===== src/rtl/wave_capture_trig.sv =====
// rtl/wave_capture_trig.sv - triggered double-buffered waveform capture into display RAM
// Optional auto-trigger on timeout enabled by defining WAVE_CAPTURE_TRIG_AUTO_TRIG_EN.
module wave_capture_trig #(
    parameter int SAMPLE_W     = 16,
    parameter int OUT_W        = 8,
    parameter int DEPTH_LOG2   = 8,
    parameter int AUTO_TIMEOUT = 1024
) (
    input  logic                  clk,
    input  logic                  reset,
    input  logic                  new_sample_ready,
    input  logic [SAMPLE_W-1:0]   new_sample_in,
    input  logic [1:0]            trig_mode,
    input  logic [SAMPLE_W-1:0]   trig_level,
    input  logic                  wave_display_idle,
    output logic [DEPTH_LOG2:0]   write_address,
    output logic                  write_enable,
    output logic [OUT_W-1:0]      write_sample,
    output logic                  read_index,
`ifdef WAVE_CAPTURE_TRIG_AUTO_TRIG_EN
    output logic                  auto_fired,
`endif
    output logic                  armed
);

    generate
        if (OUT_W > SAMPLE_W) begin : g_bad_out_w
            $error("OUT_W must not exceed SAMPLE_W");
        end
        if (AUTO_TIMEOUT < 1) begin : g_bad_timeout
            $error("AUTO_TIMEOUT must be at least 1");
        end
    endgenerate

    typedef enum logic [1:0] {
        ST_ARMED  = 2'd0,
        ST_ACTIVE = 2'd1,
        ST_WAIT   = 2'd2
    } state_t;

    localparam logic [DEPTH_LOG2-1:0] IDX_ONE  = DEPTH_LOG2'(1);
    localparam logic [DEPTH_LOG2-1:0] IDX_LAST = '1;

    state_t                 state, state_n;
    logic [DEPTH_LOG2-1:0]  index, index_n;
    logic                   hist_valid, hist_valid_n;
    logic [SAMPLE_W-1:0]    prev, prev_n;
    logic [DEPTH_LOG2:0]    write_address_n;
    logic                   write_enable_n;
    logic [OUT_W-1:0]       write_sample_n;
    logic                   read_index_n;
    logic                   real_trig;
    logic                   trig;

    logic signed [SAMPLE_W-1:0] p_s, n_s, lvl_s;
    assign p_s   = $signed(prev);
    assign n_s   = $signed(new_sample_in);
    assign lvl_s = $signed(trig_level);

    // Edge conditions need a valid history sample; free-run fires on any sample.
    always_comb begin
        real_trig = 1'b0;
        case (trig_mode)
            2'b00:   real_trig = hist_valid && (p_s < 0) && (n_s >= 0);
            2'b01:   real_trig = hist_valid && (p_s >= 0) && (n_s < 0);
            2'b10:   real_trig = hist_valid && (p_s < lvl_s) && (n_s >= lvl_s);
            default: real_trig = 1'b1;
        endcase
    end

`ifdef WAVE_CAPTURE_TRIG_AUTO_TRIG_EN
    localparam int CNT_W = $clog2(AUTO_TIMEOUT + 1);
    localparam logic [CNT_W-1:0] CNT_LAST = CNT_W'(AUTO_TIMEOUT - 1);
    localparam logic [CNT_W-1:0] CNT_ONE  = CNT_W'(1);

    logic [CNT_W-1:0] auto_cnt, auto_cnt_n;
    logic             forced_trig;
    logic             auto_fired_n;

    assign forced_trig = !real_trig && (auto_cnt == CNT_LAST);
    assign trig        = real_trig || forced_trig;
`else
    assign trig = real_trig;
`endif

    always_comb begin
        state_n         = state;
        index_n         = index;
        hist_valid_n    = hist_valid;
        prev_n          = prev;
        write_enable_n  = 1'b0;
        write_address_n = write_address;
        write_sample_n  = write_sample;
        read_index_n    = read_index;
`ifdef WAVE_CAPTURE_TRIG_AUTO_TRIG_EN
        auto_cnt_n      = auto_cnt;
        auto_fired_n    = 1'b0;
`endif
        case (state)
            ST_ARMED: begin
                if (new_sample_ready) begin
                    prev_n       = new_sample_in;
                    hist_valid_n = 1'b1;
`ifdef WAVE_CAPTURE_TRIG_AUTO_TRIG_EN
                    auto_cnt_n   = trig ? '0 : auto_cnt + CNT_ONE;
                    auto_fired_n = forced_trig;
`endif
                    if (trig) begin
                        write_enable_n  = 1'b1;
                        write_address_n = {~read_index, {DEPTH_LOG2{1'b0}}};
                        write_sample_n  = new_sample_in[SAMPLE_W-1 -: OUT_W];
                        index_n         = IDX_ONE;
                        state_n         = ST_ACTIVE;
                    end
                end
            end
            ST_ACTIVE: begin
                if (new_sample_ready) begin
                    prev_n          = new_sample_in;
                    hist_valid_n    = 1'b1;
                    write_enable_n  = 1'b1;
                    write_address_n = {~read_index, index};
                    write_sample_n  = new_sample_in[SAMPLE_W-1 -: OUT_W];
                    index_n         = index + IDX_ONE;
                    if (index == IDX_LAST) begin
                        state_n = ST_WAIT;
                    end
                end
            end
            ST_WAIT: begin
                // Samples arriving here are dropped; the display still owns the other half.
                if (wave_display_idle) begin
                    read_index_n = ~read_index;
                    hist_valid_n = 1'b0;
                    state_n      = ST_ARMED;
`ifdef WAVE_CAPTURE_TRIG_AUTO_TRIG_EN
                    auto_cnt_n   = '0;
`endif
                end
            end
            default: begin
                state_n = ST_ARMED;
            end
        endcase
    end

    always_ff @(posedge clk or posedge reset) begin
        if (reset) begin
            state         <= ST_ARMED;
            index         <= '0;
            hist_valid    <= 1'b0;
            prev          <= '0;
            write_enable  <= 1'b0;
            write_address <= '0;
            write_sample  <= '0;
            read_index    <= 1'b0;
        end else begin
            state         <= state_n;
            index         <= index_n;
            hist_valid    <= hist_valid_n;
            prev          <= prev_n;
            write_enable  <= write_enable_n;
            write_address <= write_address_n;
            write_sample  <= write_sample_n;
            read_index    <= read_index_n;
        end
    end

`ifdef WAVE_CAPTURE_TRIG_AUTO_TRIG_EN
    always_ff @(posedge clk or posedge reset) begin
        if (reset) begin
            auto_cnt   <= '0;
            auto_fired <= 1'b0;
        end else begin
            auto_cnt   <= auto_cnt_n;
            auto_fired <= auto_fired_n;
        end
    end
`endif

    assign armed = (state == ST_ARMED);

endmodule


===== config.mk =====
export PLATFORM = sky130hd
export DESIGN_NAME = wave_capture_trig
export DESIGN_NICKNAME = d
export VERILOG_FILES = /design/src/rtl/wave_capture_trig.sv
export SDC_FILE = /design/constraint.sdc
export NUM_CORES = 1
export LEC_CHECK = 0
export BUFFER_PORTS_ARGS = -buffer_cell sky130_fd_sc_hd__buf_2
export CORE_MARGIN = 1.5
export CORE_UTILIZATION = 49
export DETAILED_ROUTE_END_ITERATION = 7
export GPL_TIMING_DRIVEN = 0
export PLACE_DENSITY_LB_ADDON = 0.12
export SLEW_MARGIN = 20
export SYNTH_ARGS = -nofsm -noshare
export SYNTH_HDL_FRONTEND = slang
export SYNTH_SLANG_ARGS = --single-unit

===== constraint.sdc =====
create_clock -name clk -period 4.7 [get_ports clk]
set_clock_uncertainty 0.1 [all_clocks]
set_input_delay 1.175 -clock clk [delete_from_list [all_inputs] [get_ports clk]]
set_output_delay 1.175 -clock clk [all_outputs]
set_load 0.02 [all_outputs]

* After elaboration in Yosys (flattened, before gate mapping)
Cells that the tools add are included.
** Word-level totals
- Register bits :: 46
- Latch bits :: 0
- Bits in writable memories :: 0
- Memory bits (read-only) :: 0
- Bits of input ports :: 38
- Output and inout bits :: 20
- Logic and storage cells :: 69
- Memories :: 0
** Operators by class
- $add $sub $neg :: 1
- Multiply operators :: 0
- Div/mod/pow operators :: 0
- $lt $le $gt $ge :: 6
- Equality and inequality tests :: 11
- Shift operators :: 0
- Mux-type cells :: 26
- Bitwise operators :: 1
- Reductions and logical operators :: 16
** Operators with widths (count)
- 2-to-1 mux 8 bit :: 6
- greater-or-equal comparator 16 x 1 -> 1 bit (second input constant) :: 2
- < comparator 16 x 1 -> 1 bit (second input constant) :: 2
- case mux 8 bit (2 select lines) :: 2
- 2-to-1 mux 9 bit :: 3
- case mux 9 bit (2 select lines) :: 1
- greater-or-equal comparator 16 bit :: 1
- < comparator 16 bit :: 1
- 2-to-1 mux 2 bit :: 5
- adder 8 x 1 -> 8 bit (second input constant) :: 1
- == test 8 bit (second input constant) :: 1
- != test 2 bit (second input constant) :: 4
- logical AND 1 bit :: 6
- case mux 2 bit (3 select lines) :: 1
- 2-to-1 mux 1 bit :: 5
- AND reduction 5 bit :: 1
- == test 2 x 1 -> 1 bit (second input constant) :: 2
- == test 2 bit (second input constant) :: 2
- zero test 2 bit :: 2
- != test 2 x 1 -> 1 bit (second input constant) :: 2
- case mux 1 bit (2 select lines) :: 2
- AND reduction 2 bit :: 2
- AND reduction 4 bit :: 1
- nonzero test 2 bit :: 2
- 4 further kinds :: 4

* Logic depth before layout (Yosys ltp)
- Depth after elaboration :: 7
- Mapped depth :: 11
- Mapped depth without buffers :: 9

* Worst setup path before layout
No wires, ideal clock.
- Kind :: input to register
- Start point :: input port trig_level[14]
- End point :: register write_sample[0]
- Setup time :: 0.125 ns
- Arrival :: 3.373 ns
- Required time :: 4.475 ns
- Setup slack :: 1.102 ns
- Stages on the path :: 11
- Buffers on the path :: 2
- Path through :: inv_1 -> ha_1 -> nand4_1 -> nor2_1 -> or4_1 -> a221o_1 -> o31a_1 -> nand3b_1 -> buf_6 -> buf_8 -> mux2_4
** Between the ends
- Longest elaborated chain between the ends :: 6
- Elaborated cells between the ends (all ways) :: 7
- Classes of those cells :: order compare: 2; eq/ne: 1; mux: 1; reduce/logical: 3
** Ends and longest elaborated chain
- from (decl) :: line 14 : input logic [SAMPLE_W-1:0] trig_level,
- < comparator 16 bit :: line 66 : 2'b10: real_trig = hist_valid && (p_s < lvl_s) && (n_s >= lvl_s);
- logical AND 1 bit :: line 66
- logical AND 1 bit * :: line 66
- case mux 1 bit (3 select lines) * :: line 63 : case (trig_mode)
- != test 2 x 1 -> 1 bit (no source line) *
- AND reduction 4 bit (no source line) *
- to (signal assigned) :: line 164 : write_sample <= write_sample_n;
- to (decl) :: line 18 : output logic [OUT_W-1:0] write_sample,
Mark *: on every way between the ends. The rest lies on a longest branch, timed or not.
A chain may end at the register's enable or synchronous reset.

* Final worst setup path
- Start point :: input port trig_level[11]
- End point :: register write_sample[7]
Same word-level chain as after synthesis.

==> run_results.csv <==
group,metric,value,unit
cts,cts_tree,"yes",
worst_setup_path,required,4790,ps
detailed_routing,viasPerCell,5.142,
detailed_routing,wl,5761,um
synth,syn_nets,362,
floorplan,initial_core_util,50.21,%
worst_setup_path,worst-setup-path-type,"in -> reg",
worst_setup_path,r2r-start,"p_s[15]",
worst_setup_path,cp_cell_sequence,"buf_2 > inv_1 > ha_1 > a21oi_1 > nor2_1 > or4_1 > a221o_1 > o31a_1 > nand3b_1 > buf_6 > buf_8 > mux2_4",
worst_setup_path,cp_data_arrival_time,3670,ps
min_path,worstHoldStart,"p_s[5]",
synth,yosys_most_used_dff,"dfrtp_1",
floorplan,coreArea,5473,um2
synth,yosys_warnings,0,
detailed_routing,post-route-drc-count,0,
placed_design,io_buffers,57,
placed_design,place.gp.congestion,0.8250,
worst_setup_path,critical-path-slowest-cell,"or4_1",
outcome,status,"completed",
layout,fillerInstances,522,
layout,final_common_cell,"nand2_1",
layout,fin_area,3253,um2
floorplan,rows,27,
job,drv_cap,0,
cts,cts_sinks,46,
timing,worst_pin_slew,606.0,ps
layout,final_layout_size_suffix_gt1_share,22.07,%
global_routing,grt_pass1_wl,9853,um
pwr,finalPower,1.509,mW
layout,diodes,0,
timing,fin_ws,1122,ps
cts,ctsHoldBuffers,0,
cts,numCtsBuffers,5,
worst_setup_path,critPathMaxStageDelay,480,ps
detailed_routing,drt_iter0_markers,75,
timing,slew_headroom,58.55,%
floorplan,die_h,77.88,um
cts,root_buffer,"clkbuf_8",
cts,post_cts_buffers,0,
detailed_routing,wl_per_cell,13.40,um
global_routing,grt_max_degree,27,
timing,min_period,3578,ps
worst_setup_path,cp-end-kind,"register",
synth,syn_area_per_cell,9.410,um2
cts,clock_path_buffers,2,
synth,synth-seq-cells,46,
timing,fin_crit_sh,76.12,%
synth,synthArstFlopShare,100.0,%
timing,finalMaxSlewViolations,0,
detailed_routing,ant_nets,0,
detailed_routing,firstDrtPassIters,4,
layout,final_nets,427,
layout,fin_cells,430,
cts,htreeDepth,2,
worst_setup_path,startpoint,"trig_level[11]",
min_path,hold_path.class,"reg -> reg",
floorplan,die_x,77.88,um
layout,utilization,59.44,%
placed_design,dp_slack,815.2,ps
placed_design,hpwl,4489,um
floorplan,dieArea,6065,um2
worst_setup_path,path_max_fanout,10,
floorplan,ios,58,
worst_setup_path,start_kind,"primary input",
worst_setup_path,crit_buf_inv,4,
synth,ys_seq_area_share,41.89,%
global_routing,grt-ovfl-total,0,
pwr,power_leakage,1.784,nW
timing,finalSetupViolations,0,
layout,syn2layout_area_growth,18.40,%
synth,yosysUniqueCellTypes,41,
placed_design,dpl-instance-area,3143,um2
timing,grt_setup_unrepaired,"no",
placed_design,dp_cells,422,
global_routing,antenna_found_initial,0,
cts,clkTransAtPathRegs,90,ps
global_routing,gr-usage-all-layers,20.55,%
cts,clock_latency,300,ps
pwr,peakVddDrop,0.2558,mV
worst_setup_path,critPathTopFamily,"compound AO/OA/AOI/OAI gates",
synth,syn_inst,292,
pwr,p_per_area,463.9,nW/um2
timing,setup_tns,0,ps
synth,synth.cell_area,2748,um2
synth,synth_edf_count,0,
timing,max_freq,279.5,MHz
global_routing,grt_pass1_vias,2200,
detailed_routing,vias,2211,
timing,hold_viol,0,
cts,post_cts_resized,0,
layout,final_cell_mix,"69 x nand2_1, 58 x buf_2, 46 x dfrtp_1",
timing,hold-worst-slack,386.5,ps
## worst register-to-register path, cell delays in order, from the launching register on
cell and delay, ps:
dfrtp_1 420, ha_1 300, nand4_1 150, nor2_1 60, or4_1 480, a221o_1 280
o31a_1 280, nand3b_1 180, buf_6 170, buf_8 150, mux2_4 300
## worst paths after layout
path                               endpoint  slack (ps)  cells after the start
hold reg to reg                      p_s[5]         390                      2
setup / recovery            write_sample[7]        1120                     12
max in group asynchronous            p_s[3]        3210                      3
min in group asynchronous  write_address[7]         790                      2
setup reg to reg            write_sample[7]        1720                     10
hold / removal                       p_s[5]         390                      2
## state kept, by name (all words and copies together), names as in the netlist
| name | count |
|---|---|
| p_s | 16 |
| write_address | 9 |
| index | 8 |
| write_sample | 8 |
| state | 2 |
| hist_valid | 1 |
| read_index | 1 |
| write_enable | 1 |
## report_power, final
part / internal, mW / switching (mW)
Combinational: 0.269 / 0.339
Clock: 0.159 / 0.136
Sequential: 0.517 / 0.0891
## routing by layer
metal  vias to the layer above  global-route usage, %  wire [um]
met5                         -                      0          0
met4                         0                  5.455         44
met3                         4                  4.118        209
met2                        42                  32.43       2525
met1                      1041                  28.69       2981
li1                       1124                      -          -
## synthesized netlist by cell type, drive strengths merged (2+ instances only)
library cell,count,area (um2)
mux2,9,112.6
nor4b,2,17.52
a21o,5,37.54
dfrtp,46,1151
clkbuf,4,15.01
nand2b,2,12.51
nor3,3,15.01
nand3,5,25.02
nand2,69,259.0
a22o,5,43.79
ha,32,400.4
nand4,7,43.79
nor2b,3,18.77
buf,5,42.53
a2111oi,3,26.28
mux2i,13,130.1
nor2,10,37.54
o21ai,7,35.03
a21oi,12,60.06
inv,32,120.1
nand3b,2,15.01
or4,2,15.01
## logic make-up (layout without fill, tap and decap cells)
group | count (synthesis) | in the layout | synth area share [%]
buffers and inverters | 41 | 107 | 6.466
AND/OR/NAND/NOR | 109 | 109 | 17.94
AO/OA/AOI/OAI | 41 | 41 | 9.974
flip-flops | 46 | 46 | 41.89
adder cells (fa/ha/maj) | 32 | 32 | 14.57
XOR/XNOR | 1 | 1 | 0.3188
multiplexers | 22 | 22 | 8.834
## cell type report
type	instances	area, um2	area share, %
multi-input combinational	205	1419	43.62
sequential	46	1151	35.38
timing repair buffer	58	305.3	9.385
inverter	32	120.1	3.692
tap	72	90.09	2.769
clock buffer	6	72.57	2.231
buffer	9	57.56	1.769
clock inverter	2	37.54	1.154
(Power assumes the default switching activity.)
